**src/rtl/id_ex_pipeline_reg_if.sv**
```systemverilog
`default_nettype none
// ============================================================================
// Module      : id_ex_pipeline_reg_if
// Description : Decode-to-execute bus: id_* fields and stall/flush in,
//               packed PR2 and hazard_stall out.
// Revision    : 1.0 - initial release
// ============================================================================
interface id_ex_pipeline_reg_if #(
    parameter int PR_W = 500
);
    logic            stall_in;
    logic            flush;
    logic            id_valid;
    logic [63:0]     id_pc;
    logic [31:0]     id_instr;
    logic            id_alusrc;
    logic            id_memtoreg;
    logic            id_regwrite;
    logic            id_memread;
    logic            id_memwrite;
    logic            id_branch;
    logic            id_uncondbranch;
    logic [1:0]      id_aluop;
    logic [63:0]     id_data1;
    logic [63:0]     id_data2;
    logic [63:0]     id_seout;
    logic [4:0]      id_rd;
    logic [4:0]      id_rn;
    logic [4:0]      id_rm;
    logic [PR_W-1:0] PR2;
    logic            hazard_stall;

    modport master (
        output stall_in, flush, id_valid, id_pc, id_instr, id_alusrc, id_memtoreg,
               id_regwrite, id_memread, id_memwrite, id_branch, id_uncondbranch,
               id_aluop, id_data1, id_data2, id_seout, id_rd, id_rn, id_rm,
        input  PR2, hazard_stall
    );

    modport slave (
        input  stall_in, flush, id_valid, id_pc, id_instr, id_alusrc, id_memtoreg,
               id_regwrite, id_memread, id_memwrite, id_branch, id_uncondbranch,
               id_aluop, id_data1, id_data2, id_seout, id_rd, id_rn, id_rm,
        output PR2, hazard_stall
    );
endinterface
`default_nettype wire

```
**src/rtl/id_ex_pipeline_reg.sv**
```systemverilog
`default_nettype none
// ============================================================================
// Module      : id_ex_pipeline_reg
// Description : ID/EX pipeline register with load-use hazard detection and
//               bubble insertion. Define ID_EX_PERF_CNT_EN to add the
//               bubble_count hazard-bubble counter output.
// Revision    : 1.0 - initial release
// ============================================================================
module id_ex_pipeline_reg #(
    parameter int XZR_REG = 31,
    parameter int PR_W    = 500
) (
    input  wire logic         clk,
    input  wire logic         reset,
`ifdef ID_EX_PERF_CNT_EN
    output logic [31:0]       bubble_count,
`endif
    id_ex_pipeline_reg_if.slave bus
);

    localparam logic [4:0] c_xzr = 5'(XZR_REG);

    logic [PR_W-1:0] r_pr2;
    logic [PR_W-1:0] w_load;
    logic [PR_W-1:0] w_bubble;
    logic [7:0]      w_ctrl;
    logic            w_unc;
    logic            w_hazard;

    // Control bits of a non-valid decode slot are forced to zero.
    assign w_ctrl = bus.id_valid ? {bus.id_aluop, bus.id_branch, bus.id_memwrite,
                                    bus.id_memread, bus.id_regwrite,
                                    bus.id_memtoreg, bus.id_alusrc} : 8'h00;
    assign w_unc  = bus.id_valid & bus.id_uncondbranch;

    assign w_load = {{(PR_W-313){1'b0}}, w_unc, bus.id_valid,
                     bus.id_rm, bus.id_rn, bus.id_rd,
                     bus.id_seout, bus.id_data2, bus.id_data1,
                     w_ctrl, bus.id_instr, bus.id_pc};

    always_comb begin
        w_bubble          = r_pr2;
        w_bubble[103:96]  = 8'h00;
        w_bubble[312:311] = 2'b00;
    end

    // Load in EX whose destination feeds either source of the decoding instruction.
    assign w_hazard = r_pr2[311] & r_pr2[99] & bus.id_valid
                    & (r_pr2[300:296] != c_xzr)
                    & ((r_pr2[300:296] == bus.id_rn) | (r_pr2[300:296] == bus.id_rm));

    always_ff @(posedge clk) begin
        if (reset) begin
            r_pr2 <= '0;
        end else if (bus.flush) begin
            r_pr2 <= w_bubble;
        end else if (bus.stall_in) begin
            r_pr2 <= r_pr2;
        end else if (w_hazard) begin
            r_pr2 <= w_bubble;
        end else begin
            r_pr2 <= w_load;
        end
    end

    assign bus.PR2          = r_pr2;
    assign bus.hazard_stall = w_hazard;

`ifdef ID_EX_PERF_CNT_EN
    logic [31:0] r_bubble_count;

    // Only hazard bubbles are counted; flush bubbles are excluded.
    always_ff @(posedge clk) begin
        if (reset) begin
            r_bubble_count <= 32'h0;
        end else if (!bus.flush && !bus.stall_in && w_hazard) begin
            r_bubble_count <= r_bubble_count + 32'h1;
        end
    end

    assign bubble_count = r_bubble_count;
`endif

endmodule
`default_nettype wire

```
**src/flat_wrapper.sv**
```systemverilog
// flat-port wrapper written by rule: the top's interface ports become plain ports
module id_ex_pipeline_reg_flat 
#(
    parameter int XZR_REG = 31,
    parameter int PR_W    = 500
)
  (clk, reset, bus_stall_in, bus_flush, bus_id_valid, bus_id_pc, bus_id_instr, bus_id_alusrc, bus_id_memtoreg, bus_id_regwrite, bus_id_memread, bus_id_memwrite, bus_id_branch, bus_id_uncondbranch, bus_id_aluop, bus_id_data1, bus_id_data2, bus_id_seout, bus_id_rd, bus_id_rn, bus_id_rm, bus_PR2, bus_hazard_stall);
  id_ex_pipeline_reg_if #(.PR_W(PR_W)) bus_i ();
  input  wire logic clk;
  input  wire logic reset;
  input wire logic [$bits(bus_i.stall_in)-1:0] bus_stall_in;
  input wire logic [$bits(bus_i.flush)-1:0] bus_flush;
  input wire logic [$bits(bus_i.id_valid)-1:0] bus_id_valid;
  input wire logic [$bits(bus_i.id_pc)-1:0] bus_id_pc;
  input wire logic [$bits(bus_i.id_instr)-1:0] bus_id_instr;
  input wire logic [$bits(bus_i.id_alusrc)-1:0] bus_id_alusrc;
  input wire logic [$bits(bus_i.id_memtoreg)-1:0] bus_id_memtoreg;
  input wire logic [$bits(bus_i.id_regwrite)-1:0] bus_id_regwrite;
  input wire logic [$bits(bus_i.id_memread)-1:0] bus_id_memread;
  input wire logic [$bits(bus_i.id_memwrite)-1:0] bus_id_memwrite;
  input wire logic [$bits(bus_i.id_branch)-1:0] bus_id_branch;
  input wire logic [$bits(bus_i.id_uncondbranch)-1:0] bus_id_uncondbranch;
  input wire logic [$bits(bus_i.id_aluop)-1:0] bus_id_aluop;
  input wire logic [$bits(bus_i.id_data1)-1:0] bus_id_data1;
  input wire logic [$bits(bus_i.id_data2)-1:0] bus_id_data2;
  input wire logic [$bits(bus_i.id_seout)-1:0] bus_id_seout;
  input wire logic [$bits(bus_i.id_rd)-1:0] bus_id_rd;
  input wire logic [$bits(bus_i.id_rn)-1:0] bus_id_rn;
  input wire logic [$bits(bus_i.id_rm)-1:0] bus_id_rm;
  output wire logic [$bits(bus_i.PR2)-1:0] bus_PR2;
  output wire logic [$bits(bus_i.hazard_stall)-1:0] bus_hazard_stall;
  assign bus_i.stall_in = bus_stall_in;
  assign bus_i.flush = bus_flush;
  assign bus_i.id_valid = bus_id_valid;
  assign bus_i.id_pc = bus_id_pc;
  assign bus_i.id_instr = bus_id_instr;
  assign bus_i.id_alusrc = bus_id_alusrc;
  assign bus_i.id_memtoreg = bus_id_memtoreg;
  assign bus_i.id_regwrite = bus_id_regwrite;
  assign bus_i.id_memread = bus_id_memread;
  assign bus_i.id_memwrite = bus_id_memwrite;
  assign bus_i.id_branch = bus_id_branch;
  assign bus_i.id_uncondbranch = bus_id_uncondbranch;
  assign bus_i.id_aluop = bus_id_aluop;
  assign bus_i.id_data1 = bus_id_data1;
  assign bus_i.id_data2 = bus_id_data2;
  assign bus_i.id_seout = bus_id_seout;
  assign bus_i.id_rd = bus_id_rd;
  assign bus_i.id_rn = bus_id_rn;
  assign bus_i.id_rm = bus_id_rm;
  assign bus_PR2 = bus_i.PR2;
  assign bus_hazard_stall = bus_i.hazard_stall;
  id_ex_pipeline_reg #(.XZR_REG(XZR_REG), .PR_W(PR_W)) u_core (.clk(clk), .reset(reset), .bus(bus_i));
endmodule
```
**config.mk**
```make
export PLATFORM = sky130hd
export DESIGN_NAME = id_ex_pipeline_reg_flat
export DESIGN_NICKNAME = d
export VERILOG_FILES = /design/src/rtl/id_ex_pipeline_reg_if.sv /design/src/rtl/id_ex_pipeline_reg.sv /design/src/flat_wrapper.sv
export SDC_FILE = /design/constraint.sdc
export NUM_CORES = 1
export LEC_CHECK = 0
export ABC_AREA = 1
export BUFFER_PORTS_ARGS = -buffer_cell sky130_fd_sc_hd__buf_2
export CAP_MARGIN = 15
export CORE_AREA = 10 10 310 312
export DETAILED_ROUTE_END_ITERATION = 10
export DIE_AREA = 0 0 320 322
export SLEW_MARGIN = 10
export SYNTH_ARGS = -nofsm -noshare
export SYNTH_HDL_FRONTEND = slang
export SYNTH_SLANG_ARGS = --single-unit
```
**constraint.sdc**
```tcl
create_clock -name clk -period 2.9 [get_ports clk]
set_input_delay 0.145 -clock clk [delete_from_list [all_inputs] [get_ports clk]]
set_output_delay 0.145 -clock clk [all_outputs]
set_load 0.005 [all_outputs]
```
Word-level counts from Yosys, hierarchy flattened. Cells that the tools add are included.

Bits in registers: 313. Input port bits: 317. Output and inout bits: 501. Logic and storage cells: 18.

Eq/ne operators: 3. Mux-type cells: 2. Bitwise logic cells: 9. Reductions and logical operators: 2.

Operator list (number): 2-to-1 mux 313 bit (1); equality test 5 bit (2); 2-to-1 mux 8 bit (1); bitwise AND 1 bit (5); != test 5 bit, second input constant (1); inverter 1 bit (3); AND reduction 3 bit (1); OR reduction 2 bit (1); OR 1 bit (1).

Longest topological paths before layout. Gate-level depths: netlist of run 1.

Depth after elaboration: 6. Depth in mapped cells: 13. Mapped depth without buffers: 11.

Worst setup path before layout of run 1. OpenSTA, ideal clock, no wires.

Kind: reg-to-reg. From: reg u_core.r_pr2[300], in the netlist u_core.bus.PR2[300]. To: reg u_core.r_pr2[29], in the netlist u_core.bus.PR2[29]. Setup time: 110 ps. Arrival: 1432 ps. Required time: 2790 ps. Slack: 1358 ps. Cell stages (with the launch flop): 14. Path buffers: 2. Clock period less this slack: 1542 ps. Cell sequence: dfxtp_1 inv_2 nand2_1 nand2_1 nor2_1 nand3_1 nand2_1 nand2_2 nand3_2 buf_2 buf_2 nand2_1 inv_2 nor2_1.

Longest elaborated chain between the ends: 5. Elaborated cells between the ends (all ways): 8. Classes of those cells: eq/ne (3); bitwise (4); reduce/logical (1).

Ends and longest elaborated chain: start: declaration (RTL line id_ex_pipeline_reg.sv:23) `logic [PR_W-1:0] r_pr2;`; start signal: assignment (RTL line id_ex_pipeline_reg.sv:56) `r_pr2 <= w_bubble;`; start signal: assignment (RTL line id_ex_pipeline_reg.sv:58) `r_pr2 <= r_pr2;`; start signal: assignment (RTL line id_ex_pipeline_reg.sv:60) `r_pr2 <= w_bubble;`; != test 5 bit or equality test 5 bit (tied branches) (RTL line id_ex_pipeline_reg.sv:49, id_ex_pipeline_reg.sv:50); bitwise AND 1 bit or OR 1 bit (tied branches) (RTL line id_ex_pipeline_reg.sv:49, id_ex_pipeline_reg.sv:50); bitwise AND 1 bit (*) (RTL line id_ex_pipeline_reg.sv:50) `& ((r_pr2[300:296] == bus.id_rn) | (r_pr2[300:296] == bus.id_rm));`; inverter 1 bit (no source line) (*); AND reduction 3 bit (no source line) (*).

Every way passes the cells marked *; elsewhere a longest branch is shown, timed or not. A chain may end at the register's enable or synchronous reset.

Worst setup path in the final report of run 1.
From: reg u_core.r_pr2[299], in the netlist u_core.bus.PR2[299]. To: reg u_core.r_pr2[158], in the netlist u_core.bus.PR2[158].

Same word-level chain as after synthesis.

==> results of run 1 <==
## through the flow
stage | power (mW) | std cells | hold slack (ns) | cell area, um2
3_5_place_dp | 6.76 | 4540 | 0.456 | 21200
5_1_grt | 12.7 | 4938 | 0.0325 | 25700
4_1_cts | 12.2 | 4935 | 0.00897 | 25700
6_report | 12.0 | 4939 | 0.0312 | 25700
3_3_place_gp | 6.73 | 4540 | 0.451 | 21200
2_1_floorplan | 6.07 | 3061 | 0.368 | 18200
## synthesized netlist by cell type, drive strengths merged
master	instances	area share
buf	287	0.11
inv	914	0.20
conb	1	0.00021
dfxtp	313	0.36
nand2	650	0.14
nand4	303	0.11
nand3b	9	0.0039
nor3	1	0.00029
clkbuf	69	0.015
nand3	6	0.0020
a21oi	10	0.0029
nor2	310	0.066
xnor2	2	0.0010
## critical path, stage by stage, from the launching register on
cell,delay (ns)
dfxtp_1,0.44
inv_2,0.06
nand2_1,0.06
nand2_1,0.05
nor2_1,0.10
nand3_1,0.08
nand2_1,0.15
nand2_8,0.16
nand3_4,0.29
buf_12,0.33
nand2_1,0.13
inv_1,0.07
nor2_1,0.04
## layer usage
| metal | track usage | routed length, um |
|---|---|---|
| met1 | 0.137 | 27000 |
| met2 | 0.218 | 33300 |
| met3 | 0.0402 | 5730 |
| met4 | 0.0487 | 2350 |
| met5 | 0 | 65 |
## final cells by class
class                   instances  area (um2)
well taps                    1176        1470
multi-input cells            1478        6400
fillers                      9678       63900
clock buffers                  62        1200
diodes                          4        10.0
inverters                     914        3450
flip-flops and latches        313        6270
repair buffers                982        6800
clock inverters                10        93.8
## power by group
| part | internal, mW | switching, mW |
|---|---|---|
| Sequential | 4.59 | 0.149 |
| Clock | 2.94 | 2.06 |
| Combinational | 1.04 | 1.25 |
## logic make-up (layout without fill, tap and decap cells)
group	count (synthesis)	in the layout
other cells	1	191
buf+inv	1270	1968
compound gates	10	10
flops	313	313
xor+xnor	2	2
simple gates	1279	1279
## timing repair
item                                   4_1_cts  5_1_grt
hold buffers                               323        0
setup buffers                                0        0
endpoints found under the hold margin      304        0
resized for setup                            0        0
## how the worst max path moves through the flow
stage	end	slack (ns)	depth (start not counted)
finish	u_core.bus.PR2[158]	0.68	12
global route	u_core.bus.PR2[161]	0.48	12
CTS	u_core.bus.PR2[147]	0.69	12
detailed placement	u_core.bus.PR2[237]	0.72	12
global placement	u_core.bus.PR2[136]	0.73	12
floorplan	u_core.bus.PR2[29]	1.36	13
==> results.cfg, run 1 <==
[sta]
setup-tns-final_ns = 0
drv_slew = 0
hold_viol = 0
rsz0062_at_grt = no
period_share = 0.765
tightest_slew_ns = 0.709
max_freq_mhz = 451
maxSlewHeadroom = 0.527
finalSetupViolations = 0
fin_ws_ns = 0.681
min_period_ns = 2.22
skew_ns = 0.0175

[worst_setup_path]
cp-end-kind = flip-flop
crit_required_ns = 3.36
crit_type = reg2reg
arrival_ns = 2.68
rrSetupSlack_ns = 0.68
timing.rr.start = u_core.bus.PR2[299]
cp-start-kind = flip-flop
reg2reg_to = u_core.bus.PR2[158]
cp-startpoint = u_core.bus.PR2[299]
r2r_cells = 12
path_max_fanout = 86

[global_routing]
first_global_vias = 18700
grt_max_degree = 115
antenna_found_initial = 9
grt_pass1_wl_um = 104000
grt_usage = 0.124
grt_overflow_total = 0

[power_and_ir_drop]
p_leak_nw = 15.3
power.density_nw_per_um2 = 468
vdd_drop_max_uv = 347

[routing]
drtPass1Iterations = 5
route.detailed.drc = 0
detail-route-antenna-nets = 0
via_count = 18800
routed_wl_um = 68500
via_per_inst = 3.81
routedWlPerCell_um = 13.9
drtIter0Drc = 1022

[placement]
dpl.hpwl_um = 47600
gp_congestion = 0.794
pre_cts_slack_ns = 0.717
portBuffers = 630

[logic_synthesis]
synth_adder_area_share = 0
post_synth_xor_area_fraction = 0.00100
synthCells = 2875
synth_cell_types = 18
synth_compound_area_frac = 0.00286
syn_area_um2 = 17500
synth_top_family_by_area = simple AND/OR/NAND/NOR gates
synth-seq-cells = 313
synth_simple_gate_area_share = 0.320
yosysWarnings = 0
synthMuxAreaShare = 0
seq_area_frac_synth = 0.358
synth.avg_cell_area_um2 = 6.09

[cts]
cts_sinks = 313
htree_levels = 2
cts_root_buf = clkbuf_16
cts_tree = yes
worst_skew_pair.late_latency_ns = 0.56
path_clk_slew_ns = 0.06
cts_buffer_depth = 3
cts_buffers = 41

[final_layout]
largest_reg_flops = 313
fin_util = 0.287
layout_commonest_cell = inv_1
drive_gt1_frac = 0.196
area_growth_pct = 46.7
layout.nets = 4047
final_cell_mix = inv_1, nand2_1, buf_2

[die]
die_h_um = 322
core_area_um2 = 89600
initial_core_util = 0.195
dieArea_um2 = 103000
num_rows = 110
io_pins = 818
chipWidth_um = 320

[min_path]
whs_endpoint = u_core.bus.PR2[147]
hold_class = in2reg
hold_depth = 5
hp-start = bus_id_data1[43]

[job]
maxCapViolations = 0

[run_status]
status = finished, final reports clean
No activity file was read; power rests on OpenSTA's default activity.
==> inputs of run 2 (changes only) <==
--- a/config.mk
+++ b/config.mk
@@ -8,9 +8,9 @@
 export ABC_AREA = 1
 export BUFFER_PORTS_ARGS = -buffer_cell sky130_fd_sc_hd__buf_2
 export CAP_MARGIN = 15
-export CORE_AREA = 10 10 310 312
+export CORE_AREA = 10 10 308 310
 export DETAILED_ROUTE_END_ITERATION = 10
-export DIE_AREA = 0 0 320 322
+export DIE_AREA = 0 0 318 320
 export SLEW_MARGIN = 10
 export SYNTH_ARGS = -nofsm -noshare
 export SYNTH_HDL_FRONTEND = slang
==> constraint.sdc (replaced) <==
create_clock -name clk -period 2 [get_ports clk]
set_input_delay 0.1 -clock clk [delete_from_list [all_inputs] [get_ports clk]]
set_output_delay 0.1 -clock clk [all_outputs]
set_load 0.005 [all_outputs]
==> run 2 against run 1 <==
- hold slack improved by 0.016 ns
- clock skew fell by 0.0018 ns
- power rose by 49%
- critical endpoint is now u_core.bus.PR2[153]
==> results.cfg, run 2 (synthesis gave the netlist of run 1 again) <==
[worst_setup_path]
crit_required_ns = 2.48
rrSetupSlack_ns = 0.08
timing.rr.start = u_core.bus.PR2[299]
path_max_fanout = 8
crit_type = reg2reg
reg2reg_to = u_core.bus.PR2[153]
cp-start-kind = flip-flop
cp-end-kind = flip-flop
r2r_cells = 12
arrival_ns = 2.39

[final_layout]
layout.nets = 4117
drive_gt1_frac = 0.218
fill_cells = 9396
largest_reg_flops = 313
final_cell_mix = inv_1, nand2_1, buf_2
regArea_um2 = 6280
fin_cells = 4991
fin_util = 0.303
layout_commonest_cell = inv_1
multi_input_area_um2 = 6430
area_growth_pct = 52.7

[die]
num_rows = 109
io_pins = 818
die_h_um = 320
initial_core_util = 0.198
core_area_um2 = 88200
dieArea_um2 = 102000
chipWidth_um = 318

[global_routing]
grt_max_degree = 85
grt_overflow_total = 0
antenna_found_initial = 7
first_global_vias = 18600
grt_usage = 0.131
grt_pass1_wl_um = 108000

[sta]
rsz0062_at_grt = yes
hold_viol = 0
period_share = 0.958
drv_slew = 0
skew_ns = 0.0157
finalSetupViolations = 0
max_freq_mhz = 522
setup-tns-final_ns = 0
min_period_ns = 1.92
hold-worst-slack_ns = 0.0468

[cts]
cts_buffers = 40
cts_buffer_depth = 3
worst_skew_pair.late_latency_ns = 0.55
cts_tree = yes
cts_sinks = 313
htree_levels = 2
path_clk_slew_ns = 0.06
cts_root_buf = clkbuf_16

[power_and_ir_drop]
power.switching_mw = 5.04
power_switching_share = 0.281
vdd_drop_max_uv = 605
internal_power_mw = 12.9
power_mw = 18.0
power.density_nw_per_um2 = 672
combPwrFrac = 0.197
p_clk_frac = 0.420
p_leak_nw = 15.8
p_seq_frac = 0.383

[job]
maxCapViolations = 0

[placement]
dp.cells = 4583
gp_congestion = 0.813
dpl.hpwl_um = 51400
portBuffers = 630

[run_status]
status = finished, final reports clean

[routing]
drtIter0Drc = 1277
via_per_inst = 3.78
routedWlPerCell_um = 14.8
routed_wl_um = 73900
detail-route-antenna-nets = 0
via_count = 18900
route.detailed.drc = 0
drtPass1Iterations = 7

[min_path]
hold_class = in2reg
hold_depth = 5
whs_endpoint = u_core.bus.PR2[117]
hp-start = bus_id_data1[13]
run 2: cell types whose count changed in the layout (fill, tap and decap cells not counted), moves of 5 or more:
| cell | before | now |
|---|---|---|
| dlygate4sd3_1 | 323 | 316 |
| buf_6 | 0 | 10 |
| buf_4 | 13 | 57 |
| buf_16 | 0 | 8 |
| nand2_1 | 649 | 643 |
| clkbuf_1 | 14 | 5 |
| buf_12 | 16 | 23 |
| dfxtp_1 | 313 | 308 |
| nand2_2 | 0 | 5 |
| dfxtp_4 | 0 | 5 |
| clkbuf_16 | 43 | 50 |
run 2: stage by stage:
step / worst slack (ns) / cell area, um2
finish: 0.0841 / 26700
global route: -0.0317 / 26700
CTS: 0.00496 / 26300
detailed placement: 0.128 / 21700
global placement: 0.155 / 21700
floorplan: 0.458 / 18200
run 2: critical path, stage by stage, from the launching register on:
cell and delay (ns):
dfxtp_4 0.38, nand3_1 0.10, nor3_1 0.19, nor2_2 0.10, nand2_8 0.10, buf_12 0.13, nand3_4 0.17, buf_12 0.21
clkbuf_16 0.16, buf_6 0.12, nand2_1 0.05, inv_1 0.04, nor2_2 0.08
run 2: per-layer routing:
layer / track usage / wire length (um) / up-vias
met5: 0 / 80 / -
met1: 0.152 / 30100 / 8372
li1: - / - / 9732
met2: 0.229 / 36300 / 665
met3: 0.0394 / 5730 / 101
met4: 0.0395 / 1670 / 12
run 2: area by class of cell:
cell class                      count  area share
Timing Repair Buffer             1053       0.290
Multi-Input combinational cell   1478       0.241
Sequential cell                   313       0.235
Inverter                          914       0.129
Tap cell                         1165      0.0545
Clock buffer                       53      0.0427
Clock inverter                     14     0.00758
Antenna cell                        1   0.0000936
run 2: worst max-delay path by stage:
stage	endpoint	start	depth (start not counted)	slack (ns)
3_5_place_dp	u_core.bus.PR2[85]	u_core.bus.PR2[297]	13	0.13
3_3_place_gp	u_core.bus.PR2[122]	u_core.bus.PR2[296]	13	0.16
6_report	u_core.bus.PR2[153]	u_core.bus.PR2[299]	12	0.08
2_1_floorplan	u_core.bus.PR2[29]	u_core.bus.PR2[300]	13	0.46
4_1_cts	u_core.bus.PR2[216]	u_core.bus.PR2[299]	9	0.005
5_1_grt	u_core.bus.PR2[85]	u_core.bus.PR2[296]	14	-0.03
run 2: repair_timing:
item,in CTS,in global routing
hold endpoints to repair,306,0
hold buffers,320,0
buffers inserted,1,11
resized for setup,9,36
endpoints found under the setup margin,1,292
gates cloned,2,11
pin swaps,2,10
run 2: power groups by stage:
stage / registers, mW / clock network, mW / logic [mW]
6_report: 6.88 / 7.56 / 3.54
3_5_place_dp: 7.01 / 0 / 2.90
4_1_cts: 6.88 / 7.85 / 3.42
5_1_grt: 6.92 / 8.07 / 3.99
3_3_place_gp: 7.00 / 0 / 2.89
2_1_floorplan: 7.03 / 0 / 1.78
==> inputs of run 3 (changes only) <==
--- a/config.mk
+++ b/config.mk
@@ -5,12 +5,12 @@
 export SDC_FILE = /design/constraint.sdc
 export NUM_CORES = 1
 export LEC_CHECK = 0
-export ABC_AREA = 1
+export ABC_AREA = 0
 export BUFFER_PORTS_ARGS = -buffer_cell sky130_fd_sc_hd__buf_2
 export CAP_MARGIN = 15
-export CORE_AREA = 10 10 308 310
+export CORE_AREA = 2 2 322 324
 export DETAILED_ROUTE_END_ITERATION = 10
-export DIE_AREA = 0 0 318 320
+export DIE_AREA = 0 0 324 326
 export SLEW_MARGIN = 10
 export SYNTH_ARGS = -nofsm -noshare
 export SYNTH_HDL_FRONTEND = slang
==> run 3 against run 2 <==
- cell count down 22%
- largest power group unchanged
- global-route usage down 4.2 points
- design area down 9.2%
- non-clock buffer count down 49
- utilization down 6.6 points
- synthesized cell count down 46%
- sequential power down 2%
- critical path depth down 4
- die area up 3.8%
- register-to-register slack worse by 0.04 ns
- via count down 31%
==> results.cfg, run 3 <==
[worst_setup_path]
reg2reg_to = u_core.bus.PR2[128]
crit_type = reg2reg
rrSetupSlack_ns = 0.04
timing.rr.start = u_core.bus.PR2[298]
r2r_cells = 8
cp-end-kind = flip-flop
cp-start-kind = flip-flop
path_max_fanout = 15
arrival_ns = 2.44
crit_required_ns = 2.48

[power_and_ir_drop]
vdd_drop_max_uv = 590
p_leak_nw = 10.8
power_mw = 17.0
power.density_nw_per_um2 = 700

[final_layout]
multi_input_area_um2 = 7800
fin_cells = 3901
final_cell_mix = buf_2, nand2b_1, dlygate4sd3_1
fill_cells = 11000
fin_util = 0.237
layout.nets = 2804
largest_reg_flops = 313
regArea_um2 = 6270
area_growth_pct = 55.5
drive_gt1_frac = 0.303
layout_commonest_cell = buf_2

[logic_synthesis]
yosys-top-cells-count = nand2b_1, dfxtp_1, mux2i_1
synth_top_family_by_area = simple AND/OR/NAND/NOR gates
synth_cell_types = 23
synth_compound_area_frac = 0.00793
synth_adder_area_share = 0
synth_area_leaders = dfxtp_1, nand2b_1, mux2i_1
synthMuxAreaShare = 0.194
seq_area_frac_synth = 0.401
synth-seq-cells = 313
post-synth-top-count-cell = nand2b_1
netlist.area_leader.share = 0.401
yosys.area.top_type = dfxtp_1
synth.avg_cell_area_um2 = 10.1
synth_simple_gate_area_share = 0.246
syn_area_um2 = 15600
yosysWarnings = 0
ys_async_sr_fraction = 0
synthFlopType = dfxtp_1
synth_edf_count = 0
synthCells = 1546
post_synth_xor_area_fraction = 0.00561

[sta]
fin_ws_ns = 0.0392
period_share = 0.980
max_freq_mhz = 510
rsz0062_at_grt = yes
skew_ns = 0.0121
setup-tns-final_ns = 0
min_period_ns = 1.96
hold_viol = 0
finalSetupViolations = 0
drv_slew = 0

[cts]
htree_levels = 2
cts_buffer_depth = 3
cts_buffers = 40
cts_sinks = 313
cts_root_buf = clkbuf_16
cts_tree = yes
worst_skew_pair.late_latency_ns = 0.57
path_clk_slew_ns = 0.06

[routing]
routed_wl_um = 51400
via_per_inst = 3.36
drtPass1Iterations = 6
route.detailed.drc = 0
detail-route-antenna-nets = 0
routedWlPerCell_um = 13.2
via_count = 13100
drtIter0Drc = 374

[placement]
dpl.hpwl_um = 35900
dp.cells = 3503
pre_cts_slack_ns = 0.0338
portBuffers = 630
gp_congestion = 0.777

[global_routing]
grt_pass1_wl_um = 73300
grt_usage = 0.0889
grt_overflow_total = 0
antenna_found_initial = 7
grt_max_degree = 78
first_global_vias = 13300

[die]
chipWidth_um = 324
num_rows = 118
dieArea_um2 = 106000
die_h_um = 326
io_pins = 818
initial_core_util = 0.152
core_area_um2 = 103000

[run_status]
status = finished, final reports clean

[min_path]
whs_endpoint = u_core.bus.PR2[307]
hold_depth = 3
hold_class = in2reg
hp-start = bus_id_rm[1]

[job]
maxCapViolations = 0
## run 3: layout make-up
cell class                      count  share of cell area
Clock inverter                     17             0.00933
Multi-Input combinational cell   1128               0.321
Tap cell                         1380              0.0711
Sequential cell                   313               0.258
Clock buffer                       53              0.0474
Antenna cell                        6            0.000618
Timing Repair Buffer             1004               0.292
## run 3: metrics by stage
stage | hold slack (ns) | area, um2
6_report | 0.0624 | 24300
5_1_grt | 0.0265 | 24300
4_1_cts | 0.00150 | 24100
3_5_place_dp | 0.343 | 19600
3_3_place_gp | 0.340 | 19600
2_1_floorplan | 0.254 | 16300
## run 3: critical path, stage by stage (launching register included)
cell and delay (ns):
dfxtp_2 0.34, xnor2_1 0.13, nand3_1 0.10, o22ai_2 0.11, a211oi_4 0.36, buf_4 0.19
buf_12 0.17, buf_12 0.20, mux2i_1 0.21
## run 3: layer usage
layer	vias to the layer above	part of all wire	global-route usage
met5	-	0	0
met4	0	0.034	0.0374
met3	91	0.073	0.0249
met2	501	0.49	0.162
met1	6031	0.40	0.0955
li1	6465	-	-
## run 3: logic make-up after synthesis
logic type | Yosys count
buf+inv | 291
other cells | 1
compound gates | 13
mux | 303
xor+xnor | 10
flops | 313
simple gates | 615
## run 3: what timing repair did
action,in CTS,in global routing
setup endpoints to repair,1,194
pin swaps,0,1
hold endpoints to repair,310,0
buffers inserted,0,5
gates resized for setup,1,6
cloned,0,3
hold buffers,314,0
## run 3: worst max path at each step
stage / from / end / slack [ns] / depth (start not counted)
3_3_place_gp: u_core.bus.PR2[298] / u_core.bus.PR2[142] / 0.06 / 6
2_1_floorplan: u_core.bus.PR2[297] / u_core.bus.PR2[104] / 0.39 / 7
4_1_cts: u_core.bus.PR2[298] / bus_hazard_stall / 0.02 / 5
3_5_place_dp: u_core.bus.PR2[298] / u_core.bus.PR2[74] / 0.03 / 6
5_1_grt: u_core.bus.PR2[298] / u_core.bus.PR2[78] / -0.07 / 8
6_report: u_core.bus.PR2[298] / u_core.bus.PR2[128] / 0.04 / 8
## run 3: report_power, final
| part | leakage (nW) | switching [mW] | internal (mW) |
|---|---|---|---|
| registers | 2.56 | 0.181 | 6.56 |
| logic | 7.61 | 1.09 | 1.47 |
| clock network | 0.667 | 3.00 | 4.68 |
